## src/rtl/fetch_unit.sv

```systemverilog
// Instruction fetch: owns the PC, issues word-aligned imem requests, buffers responses for decode. Optional same-cycle bypass: FETCH_BYPASS_EN.
// Latency: request accepted in cycle N -> ir_valid in N+2 (N+1 with FETCH_BYPASS_EN when the buffer is empty).
// Backpressure: a request issues only while in-flight + buffered < FIFO_DEPTH, so ir_ready low throttles fetch without overflow.
module fetch_unit #(
    parameter logic [31:0] RESET_PC   = 32'h0000_8000,
    parameter int          FIFO_DEPTH = 2
) (
    input  logic        clk,
    input  logic        rst_n,
    output logic        imem_req_valid,
    input  logic        imem_req_ready,
    output logic [31:0] imem_req_addr,
    input  logic        imem_resp_valid,
    input  logic [31:0] imem_resp_data,
    input  logic        redirect_valid,
    input  logic [31:0] redirect_pc,
    output logic        ir_valid,
    input  logic        ir_ready,
    output logic [31:0] ir,
    output logic [31:0] ir_pc
);

    localparam int PTR_W  = (FIFO_DEPTH > 1) ? $clog2(FIFO_DEPTH) : 1;
    localparam int CNT_W  = $clog2(FIFO_DEPTH + 1);
    localparam int OCC_W  = CNT_W + 1;
    localparam int DROP_W = 8;

    localparam logic [31:0]      NOP      = 32'h0000_0013;
    localparam logic [OCC_W-1:0] DEPTH_O  = OCC_W'(FIFO_DEPTH);
    localparam logic [CNT_W-1:0] DEPTH_N  = CNT_W'(FIFO_DEPTH);
    localparam logic [PTR_W-1:0] PTR_ONE  = PTR_W'(1);

    // Architectural fetch state.
    logic [31:0]       pc_q, pc_d;
    logic [CNT_W-1:0]  infl_q, infl_d;     // requests of the current stream awaiting data
    logic [DROP_W-1:0] drop_q, drop_d;     // stale responses still owed by memory

    // Tag queue: PC of each in-flight request of the current stream, oldest first.
    logic [31:0]       tag_mem_q [FIFO_DEPTH];
    logic [PTR_W-1:0]  tag_wr_q, tag_wr_d;
    logic [PTR_W-1:0]  tag_rd_q, tag_rd_d;

    // Instruction buffer: {pc, word} pairs waiting for decode.
    logic [31:0]       buf_ir_q [FIFO_DEPTH];
    logic [31:0]       buf_pc_q [FIFO_DEPTH];
    logic [PTR_W-1:0]  buf_wr_q, buf_wr_d;
    logic [PTR_W-1:0]  buf_rd_q, buf_rd_d;
    logic [CNT_W-1:0]  buf_cnt_q, buf_cnt_d;

    // ir_pc holds its last presented value while ir_valid is low.
    logic [31:0]       last_pc_q;

    logic [OCC_W-1:0]  occ;
    logic              req_fire;
    logic              resp_drop;
    logic              resp_keep;
    logic              resp_live;
    logic [31:0]       resp_tag;
    logic              buf_empty;
    logic              byp_vld;
    logic              byp_take;
    logic              buf_push;
    logic              buf_pop;

    // Request issue and response classification.
    always_comb begin
        occ            = {1'b0, infl_q} + {1'b0, buf_cnt_q};
        imem_req_valid = rst_n && !redirect_valid && (occ < DEPTH_O);
        imem_req_addr  = pc_q;
        req_fire       = imem_req_valid && imem_req_ready;
        resp_drop      = imem_resp_valid && (drop_q != '0);
        resp_keep      = imem_resp_valid && (drop_q == '0) && (infl_q != '0);
        resp_live      = resp_drop || resp_keep;
        resp_tag       = tag_mem_q[tag_rd_q];
        buf_empty      = (buf_cnt_q == '0);
    end

    // Same-cycle bypass of a fresh response straight to decode when nothing is buffered.
    always_comb begin
        byp_vld = 1'b0;
`ifdef FETCH_BYPASS_EN
        byp_vld = resp_keep && buf_empty && !redirect_valid;
`endif
        byp_take = byp_vld && ir_ready;
        buf_push = resp_keep && !redirect_valid && !byp_take;
        buf_pop  = !buf_empty && ir_ready && !redirect_valid;
    end

    // Decode-facing outputs: buffer head first, then bypass, otherwise NOP.
    always_comb begin
        ir_valid = 1'b0;
        ir       = NOP;
        ir_pc    = last_pc_q;
        if (!buf_empty) begin
            ir_valid = 1'b1;
            ir       = buf_ir_q[buf_rd_q];
            ir_pc    = buf_pc_q[buf_rd_q];
        end else if (byp_vld) begin
            ir_valid = 1'b1;
            ir       = imem_resp_data;
            ir_pc    = resp_tag;
        end
    end

    // Next-state: a redirect flushes everything and converts in-flight requests into drops.
    always_comb begin
        pc_d      = pc_q;
        infl_d    = infl_q;
        drop_d    = drop_q;
        tag_wr_d  = tag_wr_q;
        tag_rd_d  = tag_rd_q;
        buf_wr_d  = buf_wr_q;
        buf_rd_d  = buf_rd_q;
        buf_cnt_d = buf_cnt_q;
        if (redirect_valid) begin
            pc_d      = redirect_pc & 32'hFFFF_FFFC;
            infl_d    = '0;
            // Everything still owed by memory after this cycle's response is stale.
            drop_d    = drop_q + DROP_W'(infl_q) - DROP_W'(resp_live);
            tag_wr_d  = '0;
            tag_rd_d  = '0;
            buf_wr_d  = '0;
            buf_rd_d  = '0;
            buf_cnt_d = '0;
        end else begin
            if (req_fire) begin
                pc_d     = pc_q + 32'd4;
                tag_wr_d = tag_wr_q + PTR_ONE;
            end
            if (resp_keep) begin
                tag_rd_d = tag_rd_q + PTR_ONE;
            end
            infl_d = infl_q + CNT_W'(req_fire) - CNT_W'(resp_keep);
            drop_d = drop_q - DROP_W'(resp_drop);
            if (buf_push) begin
                buf_wr_d = buf_wr_q + PTR_ONE;
            end
            if (buf_pop) begin
                buf_rd_d = buf_rd_q + PTR_ONE;
            end
            buf_cnt_d = buf_cnt_q + CNT_W'(buf_push) - CNT_W'(buf_pop);
        end
    end

    // Control registers with asynchronous clear.
    always_ff @(posedge clk or negedge rst_n) begin
        if (!rst_n) begin
            pc_q      <= RESET_PC;
            infl_q    <= '0;
            drop_q    <= '0;
            tag_wr_q  <= '0;
            tag_rd_q  <= '0;
            buf_wr_q  <= '0;
            buf_rd_q  <= '0;
            buf_cnt_q <= '0;
            last_pc_q <= '0;
        end else begin
            pc_q      <= pc_d;
            infl_q    <= infl_d;
            drop_q    <= drop_d;
            tag_wr_q  <= tag_wr_d;
            tag_rd_q  <= tag_rd_d;
            buf_wr_q  <= buf_wr_d;
            buf_rd_q  <= buf_rd_d;
            buf_cnt_q <= buf_cnt_d;
            last_pc_q <= ir_pc;
        end
    end

    // Payload storage; contents are only meaningful behind the counters, so no reset.
    always_ff @(posedge clk) begin
        if (req_fire) begin
            tag_mem_q[tag_wr_q] <= pc_q;
        end
        if (buf_push) begin
            buf_ir_q[buf_wr_q] <= imem_resp_data;
            buf_pc_q[buf_wr_q] <= resp_tag;
        end
    end

    // A response with nothing outstanding is a memory protocol error; it is ignored above.
    a_resp_has_owner: assert property (@(posedge clk) disable iff (!rst_n)
        imem_resp_valid |-> ((infl_q != '0) || (drop_q != '0)));

    // Credit accounting must keep the buffer from overflowing.
    a_buf_no_overflow: assert property (@(posedge clk) disable iff (!rst_n)
        buf_push |-> ((buf_cnt_q < DEPTH_N) || buf_pop));

    // A raised request holds its address until accepted unless a redirect withdraws it.
    a_req_stable: assert property (@(posedge clk) disable iff (!rst_n)
        (imem_req_valid && !imem_req_ready) |=>
            (redirect_valid || (imem_req_valid && $stable(imem_req_addr))));

endmodule

```

## config.mk

```make
export PLATFORM = sky130hd
export DESIGN_NAME = fetch_unit
export DESIGN_NICKNAME = d
export VERILOG_FILES = /design/src/rtl/fetch_unit.sv
export SDC_FILE = /design/constraint.sdc
export NUM_CORES = 1
export LEC_CHECK = 0
export ABC_AREA = 1
export BUFFER_PORTS_ARGS = -buffer_cell sky130_fd_sc_hd__buf_4
export CAP_MARGIN = 20
export CELL_PAD_IN_SITES_DETAIL_PLACEMENT = 0
export CELL_PAD_IN_SITES_GLOBAL_PLACEMENT = 1
export CORE_MARGIN = 5
export CORE_UTILIZATION = 45
export DETAILED_ROUTE_END_ITERATION = 8
export PLACE_DENSITY_LB_ADDON = 0.1
export SYNTH_ARGS = -nofsm -noshare
export SYNTH_HDL_FRONTEND = slang
export SYNTH_SLANG_ARGS = --single-unit
export TNS_END_PERCENT = 20
```

## constraint.sdc

```tcl
create_clock -name clk -period 5.1 [get_ports clk]
set_input_delay 1.275 -clock clk [delete_from_list [all_inputs] [get_ports clk]]
set_output_delay 1.275 -clock clk [all_outputs]
set_load 0.02 [all_outputs]
```

==> qor.csv <==
metric;value;unit
root buf cell;clkbuf_16;
Static Leak;0.00583;µW
Slew HR;0.409;
register area share after synthesis;0.662;
#FFs+latches synth;262;
DP HPWL;16000;µm
max cap viols;0;
post-layout minimum cycle time;3.68;ns
worst-skew pair later-pin latency;0.53;ns
final setup fails;0;
top routing layer used;met4;
Yosys top cell area share;0.489;
Num CTS Buffers;28;
EDFF count, synth;184;
CP Capture Type;output port;
critical path type;reg -> out;
Area contributors post-synth;edfxtp_1, dfrtp_1, nand2_1;
CP Launch Type;register;
routed via count;7542;
outcome;finished clean;
Die ar.;28400;µm²
n_diodes;0;
post-DR wirelength/cell;16.1;µm
fraction of layout cells with a size suffix above 1;0.230;
CP Max Fanout;48;
Clock Sinks;262;
RSZ-0062 raised after global routing;no;
vias in the first global route;7616;
met2 wire length;11500;µm
Die X;168;µm
Hold Path Class;reg -> reg;
post-DR vias/cell;4.90;
routability cong.;0.808;
Clock Path Buffers;3;
gate count of the mapped netlist;1021;
most common cell in the netlist;nand2_1;
worst-margin pin slew;0.885;ns
# DRC;0;
fin nets;1282;
YS warnings;0;
fin. max-slew vios;0;
synthesized area;11300;µm²
cts hold-fix bufs;0;
first-pass GRT wire length;40000;µm
Max VDD drop;0.000221;V
fmax;272;MHz
grt ovf;0;
crit path DAT;2.40;ns
Placement Setup Slack;1.87;ns
Avg Synthesized Cell Area;11.1;µm²
Main synth FF type;edfxtp_1;
Setup Skew;0.0201;ns
Buffers on Ports;163;
row count;58;
Synth async-reset ratio;0.298;
Final ANT Viol Nets;0;
largest net degree at the start of global routing;63;
Initial Util;0.452;
area leader, netlist;edfxtp_1;
total setup buffers inserted after CTS;0;
Period Utilization, post-route;0.721;
worst setup margin;1.42;ns
most instantiated cells after synthesis;nand2_1, edfxtp_1, a21oi_1, nor2_1, dfrtp_1;
power per cell area;390;nW/µm²
met3 WL post-DR;1240;µm
First-pass DRT Iterations;6;
Critical Path RT;3.83;ns
antenna violations before repair;0;
post-CTS sizing;0;
setup TNS;0;ns
Max H-tree Level;1;
wl on met1;11800;µm
initial DRC count;433;
All-Layer GR Usage;0.174;
unique cell type count in the Yosys netlist;37;
Hold Vio Cnt, Final;0;
CTS tree;built;
final WL;24800;µm
Area Overhead vs Synth;22.2;%
CORE AREA;25000;µm²
Die Height;168;µm
Ports;168;
Reg clk slew, reported paths;0.06;ns
area by class of cell:
cell class | count | area, µm²
Fill cell | 2183 | 11200
Sequential cell | 262 | 7480
Inverter | 79 | 299
Clock inverter | 14 | 141
Timing Repair Buffer | 173 | 1310
Tap cell | 330 | 413
Multi-Input combinational cell | 644 | 3380
Clock buffer | 37 | 776
state kept, by name, indices dropped and copies added (netlist names):
| signal | count |
|---|---|
| drop_q | 8 |
| tag_wr_q | 1 |
| buf_cnt_q | 2 |
| buf_rd_q | 1 |
| buf_ir_q | 64 |
| buf_wr_q | 1 |
| tag_rd_q | 1 |
| tag_mem_q | 60 |
| last_pc_q | 32 |
| imem_req_addr | 30 |
| infl_q | 2 |
| buf_pc_q | 60 |
stage by stage:
step / std cells / instance area, µm² / utilization / total power [µW] / hold slack [ns]
final: 1539 / 13800 / 0.553 / 5380 / 0.484
after global placement: 1488 / 12900 / 0.516 / 3440 / 0.475
after detailed placement: 1488 / 12900 / 0.516 / 3450 / 0.478
after CTS: 1539 / 13800 / 0.553 / 5450 / 0.488
after floorplan: 1022 / 11300 / - / 3120 / 0.482
after global routing: 1539 / 13800 / 0.553 / 5670 / 0.514
cells by family (layout without fill, tap and decap cells):
group,Yosys count,in the layout,synth area share
xor gates and xnor gates,11,11,0.00853
buffers and inverters,116,303,0.0413
muxes,31,31,0.0308
AOI/OAI and AO/OA,136,136,0.0630
and+or+nand+nor,440,440,0.166
adders and majority gates,24,24,0.0279
DFF,262,262,0.662
other,1,2,0.000332
power by group:
| part | switching, µW | internal (µW) | total (µW) |
|---|---|---|---|
| registers | 99.5 | 2400 | 2500 |
| clock network | 766 | 1210 | 1980 |
| logic | 546 | 354 | 900 |
| total | 1410 | 3970 | 5380 |
placed cells by master (no fill, tap or decap), types with 2 or more instances in the layout:
master     synthesis  routed
a21oi_1           95      95
and2_1             4       4
buf_4              4     172
bufinv_16          0       3
clkbuf_1          17       6
clkbuf_16          0      29
clkbuf_8           0       2
clkinv_1           0       8
conb_1             1       2
dfrtp_1           77      76
edfxtp_1         184     184
fa_1               2       2
ha_1              22      22
inv_1             71      71
inv_2              7       7
mux2_1             2       2
mux2_2            28      28
nand2_1          258     258
nand2_2            7       7
nand3_1           65      65
nand4_1            3       3
nor2_1            83      78
nor2_2             7       9
nor2_4             7      10
nor3_1             2       2
o211ai_1           4       4
o21ai_0           20      20
o21ai_1            8       8
o21bai_1           8       8
xnor2_1            6       6
xor2_1             5       5
final timing paths:
check                      cells after the start  slack, ns                 to    startpoint
setup / recovery                               5       1.42          ir_pc[31]      buf_rd_q
hold / removal                                 2       0.48       last_pc_q[0]  last_pc_q[0]
min in group asynchronous                      1       0.67  imem_req_addr[13]         rst_n
hold reg to reg                                2       0.48       last_pc_q[0]  last_pc_q[0]
max in group asynchronous                      2       3.25           buf_rd_q         rst_n
setup reg to reg                              18       2.41          drop_q[6]     drop_q[3]
routing by layer:
metal,up-vias,global-route usage
li1,3785,-
met1,3552,0.249
met5,-,0
met2,179,0.285
met4,0,0.0371
met3,26,0.0261
critical path: stages, from the launching register on:
cell,delay [ns]
dfrtp_2,0.40
inv_2,0.64
buf_4,0.36
nand2_1,0.07
a21oi_1,0.20
buf_4,0.19
No activity file was read; power rests on OpenSTA's default activity.
